--- src/rtl/dmem_ctrl_if.sv ---
// Request/response bus between a load/store unit and the data memory controller.
interface dmem_ctrl_if;
   logic        req_valid;
   logic        req_ready;
   logic        req_we;
   logic [1:0]  req_size;
   logic        req_unsigned;
   logic [31:0] req_addr;
   logic [31:0] req_wdata;
   logic        rsp_valid;
   logic [31:0] rsp_rdata;
   logic        rsp_err;
   logic        init_busy;

   modport master (
      output req_valid, req_we, req_size, req_unsigned, req_addr, req_wdata,
      input  req_ready, rsp_valid, rsp_rdata, rsp_err, init_busy
   );

   modport slave (
      input  req_valid, req_we, req_size, req_unsigned, req_addr, req_wdata,
      output req_ready, rsp_valid, rsp_rdata, rsp_err, init_busy
   );
endinterface

--- src/rtl/dmem_ctrl.sv ---
// Word-organised data memory with byte/half/word access, alignment and range
// checking, and an optional zero-fill sweep after reset.
module dmem_ctrl #(
   parameter int unsigned ADDR_W         = 7,
   parameter int unsigned CLEAR_ON_RESET = 1
) (
   input logic       clk,
   input logic       rstn,
   dmem_ctrl_if.slave bus
);

   localparam int unsigned DEPTH = 1 << ADDR_W;
   localparam int unsigned CNT_W = ADDR_W + 1;

   localparam logic [1:0] SZ_BYTE = 2'b00;
   localparam logic [1:0] SZ_HALF = 2'b01;
   localparam logic [1:0] SZ_WORD = 2'b10;

   typedef enum logic {ST_INIT, ST_RUN} state_t;

   localparam state_t RESET_STATE = (CLEAR_ON_RESET != 0) ? ST_INIT : ST_RUN;

   logic [31:0] mem [DEPTH];

   state_t             state_q, state_d;
   logic [CNT_W-1:0]   cnt_q, cnt_d;
   logic               rsp_valid_q, rsp_valid_d;
   logic [31:0]        rsp_rdata_q, rsp_rdata_d;
   logic               rsp_err_q, rsp_err_d;
   logic               ready_q, busy_q;

   logic [ADDR_W-1:0]  req_idx;
   logic [1:0]         req_lane;
   logic               req_bad;
   logic [3:0]         req_be;
   logic [31:0]        req_wrep;
   logic [31:0]        rd_word;
   logic [7:0]         rd_byte;
   logic [15:0]        rd_half;
   logic [31:0]        load_data;

   logic               mem_we;
   logic [ADDR_W-1:0]  mem_idx;
   logic [3:0]         mem_be;
   logic [31:0]        mem_wdata;

   // Decode the current request: index, lane, error, byte enables, store data and load result
   always_comb begin
      req_idx   = bus.req_addr[ADDR_W+1:2];
      req_lane  = bus.req_addr[1:0];
      rd_word   = mem[req_idx];
      rd_byte   = rd_word[{req_lane, 3'b000} +: 8];
      rd_half   = rd_word[{req_lane[1], 4'b0000} +: 16];
      req_bad   = ((bus.req_addr >> (ADDR_W + 2)) != 32'd0);
      req_be    = 4'b1111;
      req_wrep  = bus.req_wdata;
      load_data = rd_word;
      unique case (bus.req_size)
         SZ_BYTE: begin
            req_be    = 4'(4'b0001 << req_lane);
            req_wrep  = {4{bus.req_wdata[7:0]}};
            load_data = {(bus.req_unsigned ? 24'h0 : {24{rd_byte[7]}}), rd_byte};
         end
         SZ_HALF: begin
            req_be    = req_lane[1] ? 4'b1100 : 4'b0011;
            req_wrep  = {2{bus.req_wdata[15:0]}};
            load_data = {(bus.req_unsigned ? 16'h0 : {16{rd_half[15]}}), rd_half};
            if (req_lane[0]) req_bad = 1'b1;
         end
         SZ_WORD: begin
            if (req_lane != 2'b00) req_bad = 1'b1;
         end
         default: begin
            req_bad = 1'b1;
         end
      endcase
   end

   // Next-state, sweep counter, memory write port and response values
   always_comb begin
      state_d     = state_q;
      cnt_d       = cnt_q;
      rsp_valid_d = 1'b0;
      rsp_rdata_d = 32'h0;
      rsp_err_d   = 1'b0;
      mem_we      = 1'b0;
      mem_idx     = req_idx;
      mem_be      = req_be;
      mem_wdata   = req_wrep;
      unique case (state_q)
         ST_INIT: begin
            if (rstn) begin
               mem_we    = 1'b1;
               mem_idx   = cnt_q[ADDR_W-1:0];
               mem_be    = 4'b1111;
               mem_wdata = 32'h0;
               cnt_d     = cnt_q + CNT_W'(1);
               if (cnt_q == CNT_W'(DEPTH - 1)) state_d = ST_RUN;
            end
         end
         ST_RUN: begin
            if (rstn && bus.req_valid) begin
               rsp_valid_d = 1'b1;
               if (req_bad) begin
                  rsp_err_d = 1'b1;
               end else if (bus.req_we) begin
                  mem_we = 1'b1;
               end else begin
                  rsp_rdata_d = load_data;
               end
            end
         end
         default: begin
            state_d = RESET_STATE;
         end
      endcase
   end

   // State, counter and registered outputs; synchronous active-low reset
   always_ff @(posedge clk) begin
      if (!rstn) begin
         state_q     <= RESET_STATE;
         cnt_q       <= '0;
         rsp_valid_q <= 1'b0;
         rsp_rdata_q <= 32'h0;
         rsp_err_q   <= 1'b0;
         ready_q     <= (RESET_STATE == ST_RUN);
         busy_q      <= (RESET_STATE == ST_INIT);
      end else begin
         state_q     <= state_d;
         cnt_q       <= cnt_d;
         rsp_valid_q <= rsp_valid_d;
         rsp_rdata_q <= rsp_rdata_d;
         rsp_err_q   <= rsp_err_d;
         ready_q     <= (state_d == ST_RUN);
         busy_q      <= (state_d == ST_INIT);
      end
   end

   // Byte-masked memory write; contents are not reset so they survive when the sweep is disabled
   always_ff @(posedge clk) begin
      if (mem_we) begin
         for (int b = 0; b < 4; b++) begin
            if (mem_be[b]) mem[mem_idx][8*b +: 8] <= mem_wdata[8*b +: 8];
         end
      end
   end

   assign bus.req_ready = ready_q;
   assign bus.init_busy = busy_q;
   assign bus.rsp_valid = rsp_valid_q;
   assign bus.rsp_rdata = rsp_rdata_q;
   assign bus.rsp_err   = rsp_err_q;

endmodule
--- src/flat_wrapper.sv ---
// flat-port wrapper written by rule: the top's interface ports become plain ports
module dmem_ctrl_flat 
#(
   parameter int unsigned ADDR_W         = 7,
   parameter int unsigned CLEAR_ON_RESET = 1
)
  (clk, rstn, bus_req_valid, bus_req_we, bus_req_size, bus_req_unsigned, bus_req_addr, bus_req_wdata, bus_req_ready, bus_rsp_valid, bus_rsp_rdata, bus_rsp_err, bus_init_busy);
  dmem_ctrl_if bus_i ();
  input logic clk;
  input logic rstn;
  input wire logic [$bits(bus_i.req_valid)-1:0] bus_req_valid;
  input wire logic [$bits(bus_i.req_we)-1:0] bus_req_we;
  input wire logic [$bits(bus_i.req_size)-1:0] bus_req_size;
  input wire logic [$bits(bus_i.req_unsigned)-1:0] bus_req_unsigned;
  input wire logic [$bits(bus_i.req_addr)-1:0] bus_req_addr;
  input wire logic [$bits(bus_i.req_wdata)-1:0] bus_req_wdata;
  output wire logic [$bits(bus_i.req_ready)-1:0] bus_req_ready;
  output wire logic [$bits(bus_i.rsp_valid)-1:0] bus_rsp_valid;
  output wire logic [$bits(bus_i.rsp_rdata)-1:0] bus_rsp_rdata;
  output wire logic [$bits(bus_i.rsp_err)-1:0] bus_rsp_err;
  output wire logic [$bits(bus_i.init_busy)-1:0] bus_init_busy;
  assign bus_i.req_valid = bus_req_valid;
  assign bus_i.req_we = bus_req_we;
  assign bus_i.req_size = bus_req_size;
  assign bus_i.req_unsigned = bus_req_unsigned;
  assign bus_i.req_addr = bus_req_addr;
  assign bus_i.req_wdata = bus_req_wdata;
  assign bus_req_ready = bus_i.req_ready;
  assign bus_rsp_valid = bus_i.rsp_valid;
  assign bus_rsp_rdata = bus_i.rsp_rdata;
  assign bus_rsp_err = bus_i.rsp_err;
  assign bus_init_busy = bus_i.init_busy;
  dmem_ctrl #(.ADDR_W(ADDR_W), .CLEAR_ON_RESET(CLEAR_ON_RESET)) u_core (.clk(clk), .rstn(rstn), .bus(bus_i));
endmodule
--- config.mk ---
export PLATFORM = sky130hd
export DESIGN_NAME = dmem_ctrl_flat
export DESIGN_NICKNAME = d
export VERILOG_FILES = /design/src/rtl/dmem_ctrl_if.sv /design/src/rtl/dmem_ctrl.sv /design/src/flat_wrapper.sv
export SDC_FILE = /design/constraint.sdc
export NUM_CORES = 2
export LEC_CHECK = 0
export CAP_MARGIN = 10
export CORE_ASPECT_RATIO = 2
export CORE_MARGIN = 8
export CORE_UTILIZATION = 25
export DETAILED_ROUTE_END_ITERATION = 16
export GPL_TIMING_DRIVEN = 0
export PLACE_DENSITY = 0.36
export REMOVE_ABC_BUFFERS = 1
export SLEW_MARGIN = 20
export SYNTH_ARGS = -nofsm -noshare
export SYNTH_HDL_FRONTEND = slang
export SYNTH_SLANG_ARGS = --single-unit
export TNS_END_PERCENT = 5
--- constraint.sdc ---
create_clock -name clk -period 9.05 [get_ports clk]
set_clock_uncertainty 0.05 [all_clocks]
set_input_delay 2.2625 -clock clk [delete_from_list [all_inputs] [get_ports clk]]
set_output_delay 2.2625 -clock clk [all_outputs]
set_load 0.05 [all_outputs]
Word-level counts from Yosys, hierarchy flattened --
Memories as Yosys holds them, arrays and structs flattened. Index checks and enable logic that the tools add are counted.
Storage, ports and cells: word-level logic and storage cells 62, bits in writable memories 4096, input bits 71, output and inout port bits 36, register bits after elaboration 44, memories 1
Memory list:
- u_core.mem | depth 128, width 32, rd ports 1, clocked after Yosys merged registers in 0, wr ports 1, RTL line dmem_ctrl.sv:23 | logic [31:0] mem [DEPTH];
Operators by class: shift operators 3, add/subtract/negate cells 1, equal/unequal tests 3, bitwise logic cells 4, muxes and demuxes 37, reduce and logical (&&, ||, !) cells 7
Operator list (count):
- $pmux W32 S2 | 2
- $mux W32 | 2
- $reduce_bool A32 Y1 | 1
- $shiftx A32 B6 Y16 | 1
- $shiftx A32 B6 Y8 | 1
- $mux W24 | 1
- $mux W1 | 23
- $mux W16 | 1
- $mux W7 | 2
- $mux W4 | 3
- $add A8 B1 Y8 const B | 1
- $eq A8 B7 Y1 const B | 1
- $pmux W4 S2 | 1
- $reduce_or A5 Y1 | 1
- $not A1 Y1 | 4
- $shl A1 B2 Y4 const A | 1
- $pmux W1 S3 | 1
- $reduce_and A3 Y1 | 1
- $eq A2 B1 Y1 const B | 1
- $eq A2 B2 Y1 const B | 1
- $logic_not A2 Y1 | 1
- $pmux W1 S2 | 1
- $reduce_and A2 Y1 | 1
- $reduce_bool A2 Y1 | 1
- $logic_and A1 B1 Y1 | 1

Depth between registers and ports, before layout --
depth after elaboration 8, depth in mapped cells 18, gate-level depth less buffers 10

Worst setup path before layout --
Ideal clock, no wire load.
path type input -> register, start in bus_req_size[0], end mem u_core.mem[0][24] (data pin), slack 0.937 ns, data required time 8.031 ns, arrival 7.094 ns, setup time 0.969 ns, stages on the path 6, path buffers 2, path through inv_1 > ha_1 > clkbuf_1 > clkbuf_1 > nand2_1 > a31oi_1
Between the ends: word-level cells in the longest chain between the ends 4, elaborated cells between the ends (all ways) 5, classes of those cells 1 x eq/ne; 3 x mux; 1 x reduce/logical
RTL lines:
- from (decl) | RTL line flat_wrapper.sv:13 | input wire logic [$bits(bus_i.req_size)-1:0] bus_req_size;
- $eq A2 B1 Y1 / $logic_not A2 Y1 (equally long branches) | RTL line dmem_ctrl.sv:58 | unique case (bus.req_size)
- $pmux W32 S2 (*) | RTL line dmem_ctrl.sv:58
- $mux W32 | RTL line dmem_ctrl.sv:92 | if (rstn) begin
- $mux W32 (*) | RTL line dmem_ctrl.sv:90 | unique case (state_q)
- named net u_core.mem_wdata[24] | RTL line dmem_ctrl.sv:45 | logic [31:0] mem_wdata;
- to (decl) | RTL line dmem_ctrl.sv:23
The timed path passes the listed nets; every way through them passes the cells marked *.

Worst setup path in the final report --
start in bus_req_addr[2], end reg u_core.rsp_rdata_q[0], in the netlist u_core.bus.rsp_rdata[0]
Between the ends: word-level cells in the longest chain between the ends 3, elaborated cells between the ends (all ways) 4, classes of those cells 2 x shift; 1 x mux; 1 x memory
RTL lines:
- from (decl) | RTL line flat_wrapper.sv:15 | input wire logic [$bits(bus_i.req_addr)-1:0] bus_req_addr;
- $mem_v2 Z128 W32 (*)
- $shiftx A32 B6 Y16 / $shiftx A32 B6 Y8 (equally long branches) | RTL line dmem_ctrl.sv:53, dmem_ctrl.sv:52
- $pmux W32 S2 (*) | RTL line dmem_ctrl.sv:58
- to (signal assigned) | RTL line dmem_ctrl.sv:133 | rsp_rdata_q <= rsp_rdata_d;
- to (decl) | RTL line dmem_ctrl.sv:28 | logic [31:0] rsp_rdata_q, rsp_rdata_d;
Mark *: on every way between the ends. The rest lies on a longest branch, timed or not. A chain may end at the register's enable or synchronous reset.

==> reports/results.ini <==
[clocking]
cts_resized=0
ctsHoldBuffers=0
insertion_delay_ns=0.96
cts_htree_levels=5
cts_sinks=4140
buffer_cell_driving_the_clock_tree_root=clkbuf_16
clock_path_buffers=4
post-cts-setup-buffers=0
cts_tree=built
cts.clk_slew.worst_paths_ns=0.07
cts-buffers-inserted=389

[global_routing]
global_route.overflow_total=0
globalRouteTotalUtil=0.180
first_global_vias=85731
grt_start_max_net_pins=87
initial_antenna_violation_count=75
grt_first_pass_wirelength_um=817000

[pwr]
cellPowerDensity_mw_per_mm2=213
max-vdd-ir-drop_v=0.000160
total_leakage_power_nw=59.1
fin_total_pwr_mw=40.7

[sta]
worst_hold_slack_ns=0.463
final.setup.worst_slack_ns=0.336
fmaxAchievable_mhz=115
rsz_0062_raised_after_global_routing=no
worstMarginPinSlew_ns=1.32
max-slew-margin-rel=0.118
setup_viol=0
min_period_over_period=0.963
timing.setup.tns_ns=0
report.final.hold_viol_count=0
drv_slew=0
period_needed_ns=8.71

[route]
router_iterations_before_antenna_repair=9
drc_marker_count_from_the_first_detailed_route_iteration=6818
ant_nets=0
drt_drc_violations_left=0
dr_total_vias=80738
routed_wl_um=619000
detail_route.vias_per_cell=4.72
avgRoutedWirePerCell_um=36.2

[setup_path]
crit_fanout=83
max_stage_delay_ns=0.71
timing.critical_path.cells=buf_16 > buf_16 > buf_16 > buf_16 > buf_16 > buf_16 > mux4_2 > a22oi_1 > o211ai_1 > o211ai_1 > nand4_1 > mux2i_1 > o221ai_1
critPathBufInv=6
crit_end_category=flip-flop
critical-path-top-delay-family=buffers and inverters
type_of_the_worst_setup_path=in2reg
worst_ep_arrival_time_ns=9.42
crit_path_top_delay_cell=nand4_1
setup.reg_to_reg.worst_slack_ns=3.29
worst-endpoint-required_ns=9.75
crit_path_frequent_cell=buf_16
start_kind=primary input

[final_layout]
fillers=62038
synthToLayoutAreaGrowth_pct=19.3
share_of_cells_above_drive_strength_1=0.261
finish.cell_count_without_fillers=17095
layout_common_cells=4,096 x edfxtp_1, 943 x mux4_2, 429 x nor2_1
design_area_sq_mm=0.192
seqCellArea_sq_mm=0.124
area_taken_by_multi_input_logic_gates_sq_mm=0.0354
nets=8237
layout_commonest_cell=edfxtp_1
post-route-util=0.299

[placed_design]
dp_worst_setup_slack_ns=-0.959
io_buffers=106
placed_cells_incl_taps=16339
post_dp_cell_area_sq_mm=0.179
detailed_placer_s_ending_hpwl_um=443000
routabilityCongestion=0.799

[yosys]
ys.warnings.count=0
yosysSeqAreaShare=0.771
synth-edff-count=4096
dominantRegCellSynth=edfxtp_1
synth_area_per_cell_sq_um=20.6
largest_cells_by_area_after_synthesis=edfxtp_1 77%, mux4_2 13%, mux2i_1 1.5%, nor2_1 1.3%, o22ai_1 1.1%
share_of_synthesized_registers_carrying_an_async_set_or_reset=0
count_of_distinct_cell_types_in_the_synthesized_netlist=70
netlist_area_before_placement_sq_mm=0.161
synth_cells=7784
post-synth-top-area-fraction=0.766
yosys_register_bits=4140
synth_top_area_cell=edfxtp_1

[die]
placeableCoreArea_sq_mm=0.641
dieArea_sq_mm=0.670
io_pins=107
core.rowCount=416
die_w_um=583
die_h_um=1150
initial_core_util=0.251

[flow_run]
max_cap_violations=0

[status]
outcome=completed

[min_path]
hp-class=reg2reg

## per-layer routing
layer,track usage,part of all wire,vias up
li1,-,-,33085
met4,0.100,0.065,40
met5,0,0.00042,-
met3,0.0270,0.043,843
met1,0.191,0.35,44393
met2,0.338,0.54,2377
## kinds of logic (layout without fill, tap and decap cells)
family,after synthesis,count (layout),synth area share
mux,1220,1220,0.151
flops,4140,4140,0.771
buf+inv,480,1177,0.0167
compound gates,734,734,0.0296
fa+ha+maj,5,5,0.000389
other cells,0,45,0
xor+xnor,5,5,0.000273
simple gates,1200,1200,0.0314
## report_power, final
| group | switching (mW) | total (mW) | internal, mW |
|---|---|---|---|
| registers | 0.0101 | 21.2 | 21.2 |
| clock network | 7.59 | 16.7 | 9.16 |
| logic | 1.82 | 2.81 | 0.990 |
## synthesized netlist by cell type (10+ instances only)
master	count
o22ai_1	280
a211oi_1	52
o21ai_0	76
or3_1	12
mux4_2	943
edfxtp_1	4096
nand3_1	36
dfxtp_1	44
nor4_1	44
o221ai_1	11
nand4_1	19
and2_1	17
or2_2	10
nand2b_1	11
buf_8	16
mux2_2	22
a31oi_1	58
o211ai_1	26
mux2i_1	246
nor2b_1	14
o2111ai_1	10
buf_4	66
inv_1	18
nand2_1	381
a21oi_1	87
nor3_1	50
nor2_1	576
clkbuf_1	254
a22oi_1	75
buf_1	18
buf_2	62
buf_6	37
## worst register-to-register path: stages (launching register included)
cell and delay [ns]:
dfxtp_1 0.84, nand2b_2 0.39, buf_12 0.23, mux2i_1 0.68, nand2_1 0.18, nor2_2 0.76, nand2_1 1.03, nor2_1 1.19
## registers in the layout, indices dropped and copies added, names as in the netlist
name                  cells
u_core.mem             4096
u_core.bus.rsp_valid      1
u_core.bus.rsp_rdata     32
u_core.bus.rsp_err        1
u_core.state_q            1
u_core.cnt_q              8
u_core.bus.init_busy      1
## final timing paths
kind                                      start                      end  cells after the start
worst min-delay path            u_core.cnt_q[7]          u_core.cnt_q[7]                      2
worst max-delay path            bus_req_addr[2]  u_core.bus.rsp_rdata[0]                     13
worst min register to register  u_core.cnt_q[7]          u_core.cnt_q[7]                      2
worst max register to register   u_core.state_q       u_core.mem[92][19]                      7
## final cells by class
cell class | count | share of cell area
multi-input cells | 3164 | 0.185
diodes | 45 | 0.000588
repair buffers | 447 | 0.0464
clock buffers | 474 | 0.0540
inverters | 19 | 0.000450
well taps | 8569 | 0.0559
flip-flops and latches | 4140 | 0.646
clock inverters | 237 | 0.0113
Note: power is estimated with default switching activity, not from simulation.
